[src/rtl/avr_wait_arb_pkg.sv]
// Shared definitions for the Z80<->AVR wait-channel arbiter:
// FSM state encoding, default read data and default timeout length.
package avr_wait_arb_pkg;

    typedef enum logic [1:0] {
        WA_IDLE    = 2'd0,
        WA_BUSY    = 2'd1,
        WA_RELEASE = 2'd2
    } wa_state_e;

    // Read data returned when an access completes without AVR data.
    localparam logic [7:0]  WA_RD_DEFAULT     = 8'hFF;
    // Default BUSY length before a forced completion.
    localparam logic [15:0] WA_TMO_CYCLES_DEF = 16'd60000;

    // Next round-robin index after idx, wrapping at n requesters.
    function automatic logic [1:0] wa_next_idx(input logic [1:0] idx, input int n);
        return (int'(idx) >= n - 1) ? 2'd0 : idx + 2'd1;
    endfunction

endpackage

[src/rtl/avr_wait_arb_rr_pick.sv]
// Combinational round-robin picker: returns the first set bit of the
// pending mask at or after the pointer, searching upward and wrapping.
module avr_wait_arb_rr_pick #(
    parameter int NREQ = 2
) (
    input  logic [NREQ-1:0] mask_i,
    input  logic [1:0]      ptr_i,
    output logic            vld_o,
    output logic [1:0]      idx_o
);

    // Scan offsets 0..NREQ-1 from the pointer; first hit wins.
    always_comb begin
        vld_o = 1'b0;
        idx_o = 2'd0;
        for (int k = 0; k < NREQ; k++) begin
            for (int j = 0; j < NREQ; j++) begin
                if (!vld_o && mask_i[j] && (j == (int'(ptr_i) + k) % NREQ)) begin
                    vld_o = 1'b1;
                    idx_o = 2'(j);
                end
            end
        end
    end

endmodule

[src/rtl/avr_wait_arb.sv]
// Arbiter/sequencer for the single Z80<->AVR wait channel of the SPI slave.
// Requesters strobe req for one cycle; the Z80 is held in WAIT while any
// access is outstanding, accesses are served one at a time round-robin, and
// the AVR read data is returned on wait_end.
// Optional feature: define AVR_WAIT_TMO_EN to force completion of an access
// after TMO_CYCLES cycles in BUSY (rsp_data = 8'hFF, tmo_stb pulses).
module avr_wait_arb
    import avr_wait_arb_pkg::*;
#(
    parameter int          NREQ       = 2,
    parameter logic [15:0] TMO_CYCLES = WA_TMO_CYCLES_DEF
) (
    input  logic              fclk,
    input  logic              rst_n,
    input  logic [NREQ-1:0]   req,
    input  logic [NREQ*8-1:0] req_addr,
    input  logic [NREQ*8-1:0] req_wdata,
    input  logic [NREQ-1:0]   req_rnw,
    output logic              wait_n,
    output logic [7:0]        wait_addr,
    output logic [7:0]        wait_write,
    output logic              wait_rnw,
    output logic [1:0]        wait_src,
    output logic              wait_pend,
    input  logic [7:0]        wait_read,
    input  logic              wait_end,
    output logic [7:0]        rsp_data,
    output logic [NREQ-1:0]   rsp_stb,
    output logic              tmo_stb
);

    wa_state_e                  state_q;
    logic [NREQ-1:0]            pending_q;
    logic [NREQ-1:0][7:0]       hold_addr_q;
    logic [NREQ-1:0][7:0]       hold_wdata_q;
    logic [NREQ-1:0]            hold_rnw_q;
    logic [1:0]                 rr_ptr_q;
    logic [7:0]                 wait_addr_q, wait_write_q, rsp_data_q;
    logic                       wait_rnw_q, wait_pend_q, tmo_stb_q;
    logic [1:0]                 wait_src_q;
    logic [NREQ-1:0]            rsp_stb_q;

    logic                       pick_vld;
    logic [1:0]                 pick_idx;
    logic [7:0]                 sel_addr, sel_wdata;
    logic                       sel_rnw;
    logic [NREQ-1:0]            src_oh;
    logic                       tmo_hit;

    avr_wait_arb_rr_pick #(.NREQ(NREQ)) rr_pick (
        .mask_i (pending_q),
        .ptr_i  (rr_ptr_q),
        .vld_o  (pick_vld),
        .idx_o  (pick_idx)
    );

    // Mux the picked requester's holding registers; decode granted source.
    always_comb begin
        sel_addr  = '0;
        sel_wdata = '0;
        sel_rnw   = 1'b1;
        src_oh    = '0;
        for (int i = 0; i < NREQ; i++) begin
            if (pick_idx == 2'(i)) begin
                sel_addr  = hold_addr_q[i];
                sel_wdata = hold_wdata_q[i];
                sel_rnw   = hold_rnw_q[i];
            end
            if (wait_src_q == 2'(i)) src_oh[i] = 1'b1;
        end
    end

`ifdef AVR_WAIT_TMO_EN
    logic [15:0] tmo_cnt_q;

    // Count BUSY cycles; terminal count forces completion.
    always_ff @(posedge fclk) begin
        if (!rst_n) begin
            tmo_cnt_q <= '0;
        end else if (state_q == WA_IDLE && pick_vld) begin
            tmo_cnt_q <= '0;
        end else if (state_q == WA_BUSY) begin
            tmo_cnt_q <= tmo_cnt_q + 16'd1;
        end
    end

    assign tmo_hit = (state_q == WA_BUSY) && (tmo_cnt_q == TMO_CYCLES - 16'd1);
`else
    logic unused_tmo;
    assign unused_tmo = ^TMO_CYCLES;
    assign tmo_hit    = 1'b0;
`endif

    // Per-requester holding registers: a new strobe always overwrites.
    always_ff @(posedge fclk) begin
        if (!rst_n) begin
            hold_addr_q  <= '0;
            hold_wdata_q <= '0;
            hold_rnw_q   <= '1;
        end else begin
            for (int i = 0; i < NREQ; i++) begin
                if (req[i]) begin
                    hold_addr_q[i]  <= req_addr[8*i +: 8];
                    hold_wdata_q[i] <= req_wdata[8*i +: 8];
                    hold_rnw_q[i]   <= req_rnw[i];
                end
            end
        end
    end

    // Grant/complete/release sequencer with registered channel outputs.
    always_ff @(posedge fclk) begin
        if (!rst_n) begin
            state_q      <= WA_IDLE;
            pending_q    <= '0;
            rr_ptr_q     <= 2'd0;
            wait_addr_q  <= 8'h00;
            wait_write_q <= 8'h00;
            wait_rnw_q   <= 1'b1;
            wait_src_q   <= 2'd0;
            wait_pend_q  <= 1'b0;
            rsp_data_q   <= WA_RD_DEFAULT;
            rsp_stb_q    <= '0;
            tmo_stb_q    <= 1'b0;
        end else begin
            rsp_stb_q <= '0;
            tmo_stb_q <= 1'b0;
            case (state_q)
                WA_IDLE: begin
                    if (pick_vld) begin
                        wait_addr_q  <= sel_addr;
                        wait_write_q <= sel_wdata;
                        wait_rnw_q   <= sel_rnw;
                        wait_src_q   <= pick_idx;
                        wait_pend_q  <= 1'b1;
                        state_q      <= WA_BUSY;
                    end
                end
                WA_BUSY: begin
                    if (wait_end || tmo_hit) begin
                        rsp_data_q  <= wait_end ? wait_read : WA_RD_DEFAULT;
                        tmo_stb_q   <= ~wait_end;
                        rsp_stb_q   <= src_oh;
                        pending_q   <= pending_q & ~src_oh;
                        rr_ptr_q    <= wa_next_idx(wait_src_q, NREQ);
                        wait_pend_q <= 1'b0;
                        state_q     <= WA_RELEASE;
                    end
                end
                WA_RELEASE: state_q <= WA_IDLE;
                default:    state_q <= WA_IDLE;
            endcase
            // A new strobe sets pending even if the same source just completed.
            for (int i = 0; i < NREQ; i++) begin
                if (req[i]) pending_q[i] <= 1'b1;
            end
        end
    end

    assign wait_n     = ~(|req | |pending_q);
    assign wait_addr  = wait_addr_q;
    assign wait_write = wait_write_q;
    assign wait_rnw   = wait_rnw_q;
    assign wait_src   = wait_src_q;
    assign wait_pend  = wait_pend_q;
    assign rsp_data   = rsp_data_q;
    assign rsp_stb    = rsp_stb_q;
    assign tmo_stb    = tmo_stb_q;

endmodule

[config.mk]
export PLATFORM = sky130hd
export DESIGN_NAME = avr_wait_arb
export DESIGN_NICKNAME = d
export VERILOG_FILES = /design/src/rtl/avr_wait_arb_pkg.sv /design/src/rtl/avr_wait_arb_rr_pick.sv /design/src/rtl/avr_wait_arb.sv
export SDC_FILE = /design/constraint.sdc
export NUM_CORES = 1
export LEC_CHECK = 0
export ABC_AREA = 0
export CORE_UTILIZATION = 30
export DETAILED_ROUTE_END_ITERATION = 10
export PLACE_DENSITY = 0.53
export REMOVE_ABC_BUFFERS = 1
export SLEW_MARGIN = 20
export SYNTH_ARGS = -nofsm -noshare
export SYNTH_HDL_FRONTEND = slang
export SYNTH_HIERARCHICAL = 1
export SYNTH_SLANG_ARGS = --single-unit
[constraint.sdc]
create_clock -name fclk -period 1.9 [get_ports fclk]
set_input_delay 0.38 -clock fclk [delete_from_list [all_inputs] [get_ports fclk]]
set_output_delay 0.38 -clock fclk [all_outputs]
set_load 0.02 [all_outputs]
==> out/qor.yml <==
min_period_ps: 1799
root_buffer: "clkbuf_8"
crit_type: "in2out"
r2r_setup_slack_ps: 330
grt_use_met3_pct: 7.081
antenna_cells: 0
p_total_w: 0.003282
worstSetupStartpointType: "input port"
clock_latency_ps: 340
post-cts-setup-buffers: 0
vias: 1987
clock_sinks: 70
worstPathRequired_ps: 1520
grtUsageMet2_pct: 20.31
slowest_stage: "clkdlybuf4s50_1"
dieHeight_um: 96.74
hold_path.class: "reg2reg"
max-vdd-ir-drop_mv: 0.3781
p_per_area_nw_per_um2: 859.4
gr-total-overflow: 0
critPathMaxStageDelay_ps: 430
multi_input_area_um2: 1187
drive_above_1_share_pct: 11.87
avgSynthCellArea_um2: 10.77
top_usage_layer: "met2"
crit_fanout: 2
die_w_um: 96.74
avgViaCountPerCell: 4.465
drc: 0
whs_ps: 465.4
routed_wl_um: 6363
worst-path-stages: 4
setup_ws_ps: 100.7
grt_max_degree: 20
antenna_left: 0
cap_violations: 0
final.fill_count: 831
netlist_area_um2: 2693
die-area_um2: 9358
ctsHoldBuffers: 0
rsz0062_at_grt: "false"
fin_worst_skew_ps: 7.792
setup_viol: 0
grt_usage_pct: 14.31
path_buf_inv: 3
regToRegEndpoint: "wait_addr[7]"
io-pin-count: 79
grt_pass1_vias: 2003
synth_cells: 250
ctsResizeCount: 4
pre_cts_slack_ps: -342.3
fin_setup_tns_ps: 0
crit_path_start: "req[1]"
antenna_found_initial: 0
core_area_um2: 8721
sequential_cell_area_um2: 1401
timing.fmax_ghz: 0.5558
dp_hpwl_um: 4262
cts_buffers: 9
reg2reg_from: "pending_q[0]"
start_util_pct: 30.88
period_share_pct: 94.70
syn_to_final_growth_pct: 41.82
htree_levels: 3
final-max-slew-violation-count: 0
cts_tree: "built"
cp-end-kind: "primary output"
wire_per_inst_um: 14.30
cp-endpoint: "wait_n"
worst_ep_arrival_time_ps: 1420
ff2ff_path_depth: 5
final_nets: 383
critPathTopFamily: "buffers and inverters"
final_common_cell: "clkdlybuf4s50_1"
leakagePower_nw: 1.573
cts_buffer_depth: 2
drt_iter0_markers: 48
io_buffer_count: 78
gp_congestion: 0.6717
status: "complete, no violations"
hold_violations: 0
grt_pass1_wl_um: 10340
final_cell_mix: "77 x clkdlybuf4s50_1, 70 x dfxtp_1, 52 x mux2i_1"
grtUsageMet1_pct: 19.17
crit_path_cell_trace: "clkdlybuf4s50_1 > nor4_1 > buf_4 > buf_2"
dr.pass1.iters: 4
ys_warn_count: 6
cts.reportedPaths.clkPinSlew_ps: 70
fp-row-count: 34
[metal layers]
| metal | up-vias | share of wire (%) |
|---|---|---|
| met5 | - | 0 |
| met4 | 0 | 0.99 |
| met3 | 6 | 7.5 |
| met2 | 65 | 41 |
| met1 | 891 | 50 |
| li1 | 1025 | - |
[per-stage QoR]
step                cells  util, %  area (µm²)
finish                445    43.79        3819
global route          445    43.79        3819
CTS                   445    43.79        3819
detailed placement    431    41.68        3635
global placement      431    41.68        3635
floorplan             234        -        2608
[final cells by class]
class | count | share of cell area, %
Multi-Input combinational cell | 158 | 31.09
Sequential cell | 70 | 36.70
Tap cell | 108 | 3.539
Inverter | 6 | 0.5898
Clock buffer | 13 | 4.161
Clock inverter | 1 | 0.7864
Timing Repair Buffer | 89 | 23.13
[report_power, final]
group / switching, W / internal [W]
combinational: 0.000233 / 0.000266
sequential: 0.0000507 / 0.00155
clock: 0.000518 / 0.000665
total: 0.000801 / 0.00248
[state kept, by name (all words and copies together), names as in the netlist]
register	count
rr_ptr_q	1
wait_pend	1
wait_addr	8
rsp_stb	2
hold_wdata_q	16
state_q	2
hold_addr_q	16
rsp_data	8
wait_rnw	1
tmo_stb	1
wait_write	8
pending_q	2
hold_rnw_q	2
wait_src	2
[how the worst min path moves through the flow]
stage	start	end	slack, ps	cells after the start
4_1_cts	rr_ptr_q[0]	rr_ptr_q[0]	470	2
5_1_grt	wait_write[5]	wait_write[5]	480	1
3_3_place_gp	rr_ptr_q[0]	rr_ptr_q[0]	450	2
3_5_place_dp	wait_write[4]	wait_write[4]	450	1
6_report	wait_write[5]	wait_write[5]	470	1
2_1_floorplan	hold_rnw_q[1]	hold_rnw_q[1]	430	2
[worst register-to-register path, delay by kind of cell (launching register included)]
family / cells / cell delay [ps]
and+or+nand+nor: 3 / 730
AOI/OAI and AO/OA: 1 / 140
DFF: 1 / 430
buffers and inverters: 1 / 190
Power figures use the tool's default switching activity.
